[config.mk]
export PLATFORM = sky130hd
export DESIGN_NAME = uart_transmitter
export DESIGN_NICKNAME = d
export VERILOG_FILES = /design/src/rtl/uart_transmitter.sv
export SDC_FILE = /design/constraint.sdc
export NUM_CORES = 1
export LEC_CHECK = 0
export CAP_MARGIN = 20
export CORE_UTILIZATION = 45
export DETAILED_ROUTE_END_ITERATION = 16
export DONT_BUFFER_PORTS = 1
export GPL_ROUTABILITY_DRIVEN = 0
export GPL_TIMING_DRIVEN = 0
export PLACE_DENSITY = 0.71
export SYNTH_ARGS = -nofsm -noshare
export SYNTH_HDL_FRONTEND = slang
export SYNTH_SLANG_ARGS = --single-unit
[constraint.sdc]
create_clock -name CLK -period 5.1 [get_ports CLK]
set_input_delay 0.51 -clock CLK [delete_from_list [all_inputs] [get_ports CLK]]
set_output_delay 0.51 -clock CLK [all_outputs]
set_load 0.01 [all_outputs]
[src/rtl/uart_transmitter.sv]
// uart_transmitter: 8N1 serial transmitter fed by a small circular byte FIFO.
// Bytes pushed by the host are sent LSB-first, one start bit and one stop bit,
// back-to-back for as long as the FIFO holds data.
module uart_transmitter #(
  parameter int CLK_FREQ   = 12000000,
  parameter int BAUD       = 9600,
  parameter int FIFO_DEPTH = 4
) (
  input  logic       CLK,
  input  logic       RST,
  input  logic [7:0] DATA_T,
  input  logic       WR_EN,
  output logic       FULL,
  output logic       EMPTY,
  output logic       BUSY,
  output logic       TX
);

  localparam int CLKS_PER_BIT = CLK_FREQ / BAUD;
  localparam int BCNT_W       = (CLKS_PER_BIT > 1) ? $clog2(CLKS_PER_BIT) : 1;
  localparam int PTR_W        = $clog2(FIFO_DEPTH);
  localparam int CNT_W        = PTR_W + 1;

  localparam logic [BCNT_W-1:0] BCNT_ZERO = '0;
  localparam logic [BCNT_W-1:0] BCNT_ONE  = BCNT_W'(1);
  localparam logic [BCNT_W-1:0] BCNT_LAST = BCNT_W'(CLKS_PER_BIT - 1);
  localparam logic [PTR_W-1:0]  PTR_ONE   = PTR_W'(1);
  localparam logic [CNT_W-1:0]  CNT_ONE   = CNT_W'(1);
  localparam logic [CNT_W-1:0]  CNT_ZERO  = '0;
  localparam logic [CNT_W-1:0]  CNT_FULL  = CNT_W'(FIFO_DEPTH);

  typedef enum logic [1:0] {
    ST_IDLE  = 2'd0,
    ST_START = 2'd1,
    ST_DATA  = 2'd2,
    ST_STOP  = 2'd3
  } state_t;

  // FIFO storage and bookkeeping
  logic [7:0]       mem_r [FIFO_DEPTH];
  logic [PTR_W-1:0] wr_ptr_r;
  logic [PTR_W-1:0] rd_ptr_r;
  logic [CNT_W-1:0] count_r;
  logic [CNT_W-1:0] count_nxt_s;
  logic             full_r;
  logic             empty_r;
  logic             wr_acc_s;
  logic             pop_s;

  // Serialiser state
  state_t           state_r;
  state_t           state_nxt_s;
  logic [BCNT_W-1:0] bcnt_r;
  logic [BCNT_W-1:0] bcnt_nxt_s;
  logic [2:0]       bit_idx_r;
  logic [2:0]       bit_idx_nxt_s;
  logic [7:0]       shift_r;
  logic [7:0]       shift_nxt_s;
  logic             tx_r;
  logic             tx_nxt_s;
  logic             busy_r;

  // A write is taken only when the registered FULL flag is low; a pop on the
  // same edge does not rescue a write that arrives while full.
  assign wr_acc_s = WR_EN & ~full_r;

  // Next occupancy from the push/pop pair; push+pop leaves the count as is.
  always_comb begin
    count_nxt_s = count_r;
    case ({wr_acc_s, pop_s})
      2'b10:   count_nxt_s = count_r + CNT_ONE;
      2'b01:   count_nxt_s = count_r - CNT_ONE;
      default: count_nxt_s = count_r;
    endcase
  end

  // Byte storage: DATA_T is captured only on the accepted-write edge.
  always_ff @(posedge CLK) begin
    if (wr_acc_s) begin
      mem_r[wr_ptr_r] <= DATA_T;
    end
  end

  // FIFO pointers, count and status flags. FULL looks ahead at the next count
  // so consecutive writes can never overrun; EMPTY is decoded from the settled
  // count, giving a fresh byte one cycle in the buffer before it is popped.
  always_ff @(posedge CLK) begin
    if (!RST) begin
      wr_ptr_r <= '0;
      rd_ptr_r <= '0;
      count_r  <= CNT_ZERO;
      full_r   <= 1'b0;
      empty_r  <= 1'b1;
    end else begin
      if (wr_acc_s) begin
        wr_ptr_r <= wr_ptr_r + PTR_ONE;
      end
      if (pop_s) begin
        rd_ptr_r <= rd_ptr_r + PTR_ONE;
      end
      count_r <= count_nxt_s;
      full_r  <= (count_nxt_s == CNT_FULL);
      empty_r <= (count_r == CNT_ZERO);
    end
  end

  // Frame sequencer: next state, baud counter, bit index, shifter and line.
  always_comb begin
    state_nxt_s   = state_r;
    bcnt_nxt_s    = bcnt_r;
    bit_idx_nxt_s = bit_idx_r;
    shift_nxt_s   = shift_r;
    tx_nxt_s      = tx_r;
    pop_s         = 1'b0;
    case (state_r)
      ST_IDLE: begin
        tx_nxt_s   = 1'b1;
        bcnt_nxt_s = BCNT_ZERO;
        if (!empty_r) begin
          pop_s       = 1'b1;
          shift_nxt_s = mem_r[rd_ptr_r];
          state_nxt_s = ST_START;
          tx_nxt_s    = 1'b0;
        end else begin
          state_nxt_s = ST_IDLE;
        end
      end
      ST_START: begin
        if (bcnt_r == BCNT_LAST) begin
          bcnt_nxt_s    = BCNT_ZERO;
          bit_idx_nxt_s = 3'd0;
          state_nxt_s   = ST_DATA;
          tx_nxt_s      = shift_r[0];
        end else begin
          bcnt_nxt_s = bcnt_r + BCNT_ONE;
        end
      end
      ST_DATA: begin
        if (bcnt_r == BCNT_LAST) begin
          bcnt_nxt_s = BCNT_ZERO;
          if (bit_idx_r == 3'd7) begin
            state_nxt_s = ST_STOP;
            tx_nxt_s    = 1'b1;
          end else begin
            bit_idx_nxt_s = bit_idx_r + 3'd1;
            shift_nxt_s   = {1'b0, shift_r[7:1]};
            tx_nxt_s      = shift_r[1];
          end
        end else begin
          bcnt_nxt_s = bcnt_r + BCNT_ONE;
        end
      end
      ST_STOP: begin
        if (bcnt_r == BCNT_LAST) begin
          bcnt_nxt_s = BCNT_ZERO;
          if (!empty_r) begin
            // Chain straight into the next start bit: no idle gap.
            pop_s       = 1'b1;
            shift_nxt_s = mem_r[rd_ptr_r];
            state_nxt_s = ST_START;
            tx_nxt_s    = 1'b0;
          end else begin
            state_nxt_s = ST_IDLE;
            tx_nxt_s    = 1'b1;
          end
        end else begin
          bcnt_nxt_s = bcnt_r + BCNT_ONE;
        end
      end
      default: begin
        state_nxt_s = ST_IDLE;
        bcnt_nxt_s  = BCNT_ZERO;
        tx_nxt_s    = 1'b1;
      end
    endcase
  end

  // Sequencer registers; TX and BUSY come straight from flops so the line
  // cannot glitch.
  always_ff @(posedge CLK) begin
    if (!RST) begin
      state_r   <= ST_IDLE;
      bcnt_r    <= BCNT_ZERO;
      bit_idx_r <= 3'd0;
      shift_r   <= 8'h00;
      tx_r      <= 1'b1;
      busy_r    <= 1'b0;
    end else begin
      state_r   <= state_nxt_s;
      bcnt_r    <= bcnt_nxt_s;
      bit_idx_r <= bit_idx_nxt_s;
      shift_r   <= shift_nxt_s;
      tx_r      <= tx_nxt_s;
      busy_r    <= (state_nxt_s != ST_IDLE);
    end
  end

  assign TX    = tx_r;
  assign BUSY  = busy_r;
  assign FULL  = full_r;
  assign EMPTY = empty_r;

endmodule
# ---- Yosys cells after proc, flatten, opt, wreduce, memory -nomap -nowiden
# Memories as Yosys holds them, arrays and structs flattened. A register that Yosys moved wholly into a read port is not among the register bits.
# Cells that the tools add are included.
dict set report totals {
  register_bits 35
  ramBits 32
  input_bits 11
  memories 1
}
# name words width rd rd_clocked_by_memory_dff wr line
set memory_table {}
lappend memory_table {mem_r 4 8 1 1 1 40} ;# logic [7:0] mem_r [FIFO_DEPTH];
dict set report op_classes {
  add_sub_neg 6
  n_eq_ne 12
  muxes 31
  bitwise 2
  reduce_logical 9
}
# cell n
set op_table {}
lappend op_table {{2-to-1 mux 8 bit} 4}
lappend op_table {{case mux 8 bit (3 select lines)} 1}
lappend op_table {{case mux 11 bit (2 select lines)} 1}
lappend op_table {{2-to-1 mux 2 bit} 6}
lappend op_table {{case mux 3 bit (2 select lines)} 2}
lappend op_table {{adder 11 x 1 -> 11 bit (second input constant)} 1}
lappend op_table {{== test 11 bit (second input constant)} 1}
lappend op_table {{2-to-1 mux 11 bit} 1}
lappend op_table {{2-to-1 mux 1 bit} 10}
lappend op_table {{2-to-1 mux 3 bit} 3}
lappend op_table {{!= test 2 bit (second input constant)} 4}
lappend op_table {{case mux 2 bit (4 select lines)} 1}
lappend op_table {{AND reduction 4 bit} 2}
lappend op_table {{adder 3 x 1 -> 3 bit (second input constant)} 2}
lappend op_table {{== test 2 bit (second input constant)} 3}
lappend op_table {{== test 3 bit (second input constant)} 2}
lappend op_table {{adder 2 x 1 -> 2 bit (second input constant)} 2}
lappend op_table {{== test 2 x 1 -> 1 bit (second input constant)} 2}
lappend op_table {{case mux 1 bit (4 select lines)} 1}
lappend op_table {{nonzero test 2 bit} 2}
lappend op_table {{zero test 3 bit} 1}
lappend op_table {{AND reduction 3 bit} 1}
lappend op_table {{nonzero test 3 bit} 1}
lappend op_table {{OR reduction 3 bit} 1}
lappend op_table {{other kinds (5)} 5}

# ---- Logic depth before layout (Yosys ltp)
dict set report logic_depth {
  ltp_word 6
  depth_mapped 13
  depth_no_buf 12
}

# ---- Worst setup path after synthesis
# No wires, ideal clock.
dict set report synth_path {
  path_kind {flip-flop to flip-flop}
  startpoint {register bcnt_r[0]}
  endpoint {register full_r, in the netlist FULL}
  setup_time_ns 0.060
  t_arrival_ns 2.712
  t_required_ns 5.040
  slack_ns 2.328
  stages_incl_launch_ff 13
  n_path_buf 1
  period_less_slack_ns 2.772
  path_cell_list {dfxtp_1 -> ha_1 -> or4b_1 -> buf_2 -> o41a_1 -> nor3_1 -> ha_1 -> inv_1 -> fa_1 -> xor2_1 -> nor2_1 -> xor2_1 -> and3_1}
}
dict set report synth_via {
  elab_chain_len 6
  word_cells_on_any_way 7
  classes_between {4 x eq/ne; 3 x mux}
}
# item line
set synth_rtl {}
lappend synth_rtl {{from (decl)} 53} ;# logic [BCNT_W-1:0] bcnt_r;
lappend synth_rtl {{from (signal assigned)} 190} ;# bcnt_r <= bcnt_nxt_s;
lappend synth_rtl {{== test 11 bit *} 154} ;# if (bcnt_r == BCNT_LAST) begin
lappend synth_rtl {{2-to-1 mux 1 bit *} 154}
lappend synth_rtl {{case mux 1 bit (2 select lines) *} 115} ;# case (state_r)
lappend synth_rtl {{== test 2 x 1 -> 1 bit / == test 2 bit (equally long branches)} 70} ;# case ({wr_acc_s, pop_s})
lappend synth_rtl {{case mux 3 bit (2 select lines) *} 70}
lappend synth_rtl {{== test 3 bit *} 102} ;# full_r <= (count_nxt_s == CNT_FULL);
lappend synth_rtl {{to (signal assigned)} 102}
lappend synth_rtl {{to (decl)} 45} ;# logic full_r;
# Every way passes the cells marked *; elsewhere a longest branch is shown, timed or not.
# A chain may end at the register's enable or synchronous reset.

# ---- Worst setup path after layout
# Ends and elaborated chain as after synthesis.

==> impl_results.md <==
* Total grt overflow at 0
* Met2 WL at ~2200 um
* Slowest-stage cell, CP: or4b_1
* Area grow syn2layout at 9.42%
* VDD IR max at around 0.26 mV
* Num CTS Buffers at 9
* CP peak stage delay at between 400 and 500 ps
* Hold violation total from the final report at 0
* Via count at 1812
* Vias in the first global route at around 1800
* CTS resizes at 0
* Max-cap violation count at 0
* Fmax at about 330 MHz
* WL final at around 5000 um
* Final Skew at between 7 and 8 ps
* Hold-fix buffers, CTS at 0
* Post-synthesis cell type count at 45
* First-pass DRT Iterations at 4
* Die span in x at roughly 84 um
* Setup TNS Final at 0 ps
* Slew Viols, Final at 0
* Top layer used by detailed routing: met4
* Initial Util at about 47%
* RSZ-0062 raised after global routing: false
* LEAKAGE at around 0.0011 uW
* Worst-margin pin slew at 699 ps
* Crit path DAT at 3350 ps
* PwrDens at 440 nW/um2
* Largest net degree at the start of global routing at 15
* WL met1 at between 2000 and 2500 um
* Prevailing post-synth register cell: dfxtp_1
* Warnings from Yosys at 0
* DR WL met3 at around 210 um
* Root Buffer: clkbuf_8
* Core Region at about 6400 um2
* Ant. Diodes at 0
* Hold Crit Class: in2reg
* Hold WS at between 200 and 300 ps
* Sequential element share of the synthesized area at between 50 and 60%
* Crit Path Max Fanout at 6
* Flops & latches, synth at between 60 and 70
* Number of synthesized flops with an enable pin at 32
* Avg Cell Area, Syn at approximately 12 um2
* Final core occ at between 50 and 60%
* Final setup viols at 0
* Clock Path Buffers at 2
* Status: completed
* Mapped Nets at 269
* Initial antenna violation count at 0
* CTS tree: built
* DR WL/cell at approximately 14 um
* Die H at ~84 um
* Layout Nets at between 200 and 300
* Detail Route Antenna Nets at 0
* CP delay by family, top: simple AND/OR/NAND/NOR gates
* Global Route Usage Sum at between 10% and 20%
* Crit-path cells: ha_1 > or4b_1 > buf_2 > o41a_1 > nor3_1 > ha_1 > inv_1 > fa_1 > xor2_1 > nor2_1 > xor2_1 > and3_1
* Critical path capture point type: register
* First-pass GRT wire length at about 8500 um
* Setup ws final at just over 2000 ps
* CTS HTree Levels at 3
* Worst-Skew Late Latency at 340 ps
* Clock Pin Slew Worst Setup and Hold Paths at 80 ps
* Post-CTS Setup Inserts at 0
* Mapped Cells at 243
* Slew headroom at between 50% and 60%
* WP buf/inv at 2
* Remaining DRCs at 0
* Crit path kind: reg2reg
* Vias per cell at roughly 5.4
* Period utilization at approximately three fifths
* Place WS at between 2000 and 2500 ps
* Layout cells sized above 1 at a little under an eighth
* Die area at between 7000 and 8000 um2
* Synth Cell Area at 3000 um2
* Initial DRC Count at a little over 80
* Ys async rst share at 0%
* IO Port Bufs at 0
* Fillers at between 500 and 600
* Detailed Place HPWL at about 3400 um
* Critical path startpoint category: register
* Row cnt at 29
* Sink Count at 69
* Req. time, crit path at 5380 ps
* Ports at 15
* Min Clock Period, post-route at roughly 3100 ps
## cell families (layout without fill, tap and decap cells)
logic type | after synthesis | after routing | share of synthesized area, %
AO/OA/AOI/OAI | 42 | 42 | 9.83
XOR/XNOR | 13 | 13 | 3.79
adder cells (fa/ha/maj) | 15 | 15 | 6.50
buffers and inverters | 23 | 40 | 3.04
flip-flops | 69 | 69 | 56.7
multiplexers | 17 | 17 | 9.04
AND/OR/NAND/NOR | 64 | 64 | 11.1
## layout make-up
cell class	count	area, um2	share of cell area [%]
clock inverters	7	57.6	1.75
inverters	12	45.0	1.37
clock buffers	9	124	3.77
flip-flops and latches	69	1700	51.8
repair buffers	1	5.00	0.152
plain buffers	11	46.3	1.41
well taps	77	96.3	2.93
multi-input cells	151	1210	36.8
## routing by layer
metal	vias to the layer above	track usage (%)
met4	0	6.93
li1	919	-
met5	-	0
met1	862	20.0
met3	4	5.64
met2	27	23.9
## sequential cells by signal, indices dropped and copies added (netlist names), 2 cells and up, named ones only
name       flops
mem_r         32
bcnt_r        11
shift_r        8
bit_idx_r      3
count_r        3
rd_ptr_r       2
state_r        2
wr_ptr_r       2
## Yosys cell counts, types with 2 or more instances
cell	n	area (um2)
xor2_1	8	70.1
o31ai_1	4	30.0
a21oi_1	12	60.1
edfxtp_1	32	961
nor3_1	3	15.0
and3_1	2	12.5
inv_1	11	41.3
nand4_1	3	18.8
mux4_2	8	180
nor2_1	23	86.3
nand2_1	9	33.8
clkbuf_1	6	22.5
o21ai_0	4	20.0
a21boi_0	2	15.0
nand4b_1	2	17.5
a221oi_1	2	17.5
nand3_1	5	25.0
a211oi_1	9	67.6
and2_1	6	37.5
or3_1	2	12.5
dfxtp_1	37	741
ha_1	14	175
mux2i_1	8	80.1
nor2b_1	2	12.5
buf_2	4	20.0
a22o_1	2	17.5
xnor2_1	5	43.8
## placed cells by master (no fill, tap or decap), types with 4 or more instances in the layout
cell type / n
clkbuf_8: 9
nand3_1: 5
mux4_2: 8
nor2_1: 23
xor2_1: 8
mux2i_1: 8
a21oi_1: 12
inv_1: 11
o31ai_1: 4
and2_1: 6
dfxtp_1: 37
clkinv_4: 4
a211oi_1: 9
clkbuf_1: 6
buf_2: 5
o21ai_0: 4
edfxtp_1: 32
nand2_1: 9
ha_1: 14
xnor2_1: 5
## report_power, final
| group | switching [uW] | total (uW) | internal (uW) |
|---|---|---|---|
| logic | 173 | 326 | 153 |
| registers | 56.9 | 721 | 664 |
| clock network | 217 | 399 | 182 |
| total | 447 | 1450 | 999 |
## final timing paths
check / startpoint / to / slack (ps) / cells after the start
worst min register to register: count_r[2] / EMPTY / 470 / 1
worst max register to register: bcnt_r[0] / FULL / 2020 / 12
worst min-delay path: DATA_T[5] / mem_r[0][5] / 260 / 0
worst max-delay path: bcnt_r[0] / FULL / 2020 / 12
## per-stage QoR
stage	cells	power, uW	cell area, um2
6_report	337	1450	3290
5_1_grt	337	1540	3290
4_1_cts	336	1460	3280
3_5_place_dp	320	1060	3100
3_3_place_gp	320	1050	3100
2_1_floorplan	243	985	3000
No activity file was read; power rests on OpenSTA's default activity.
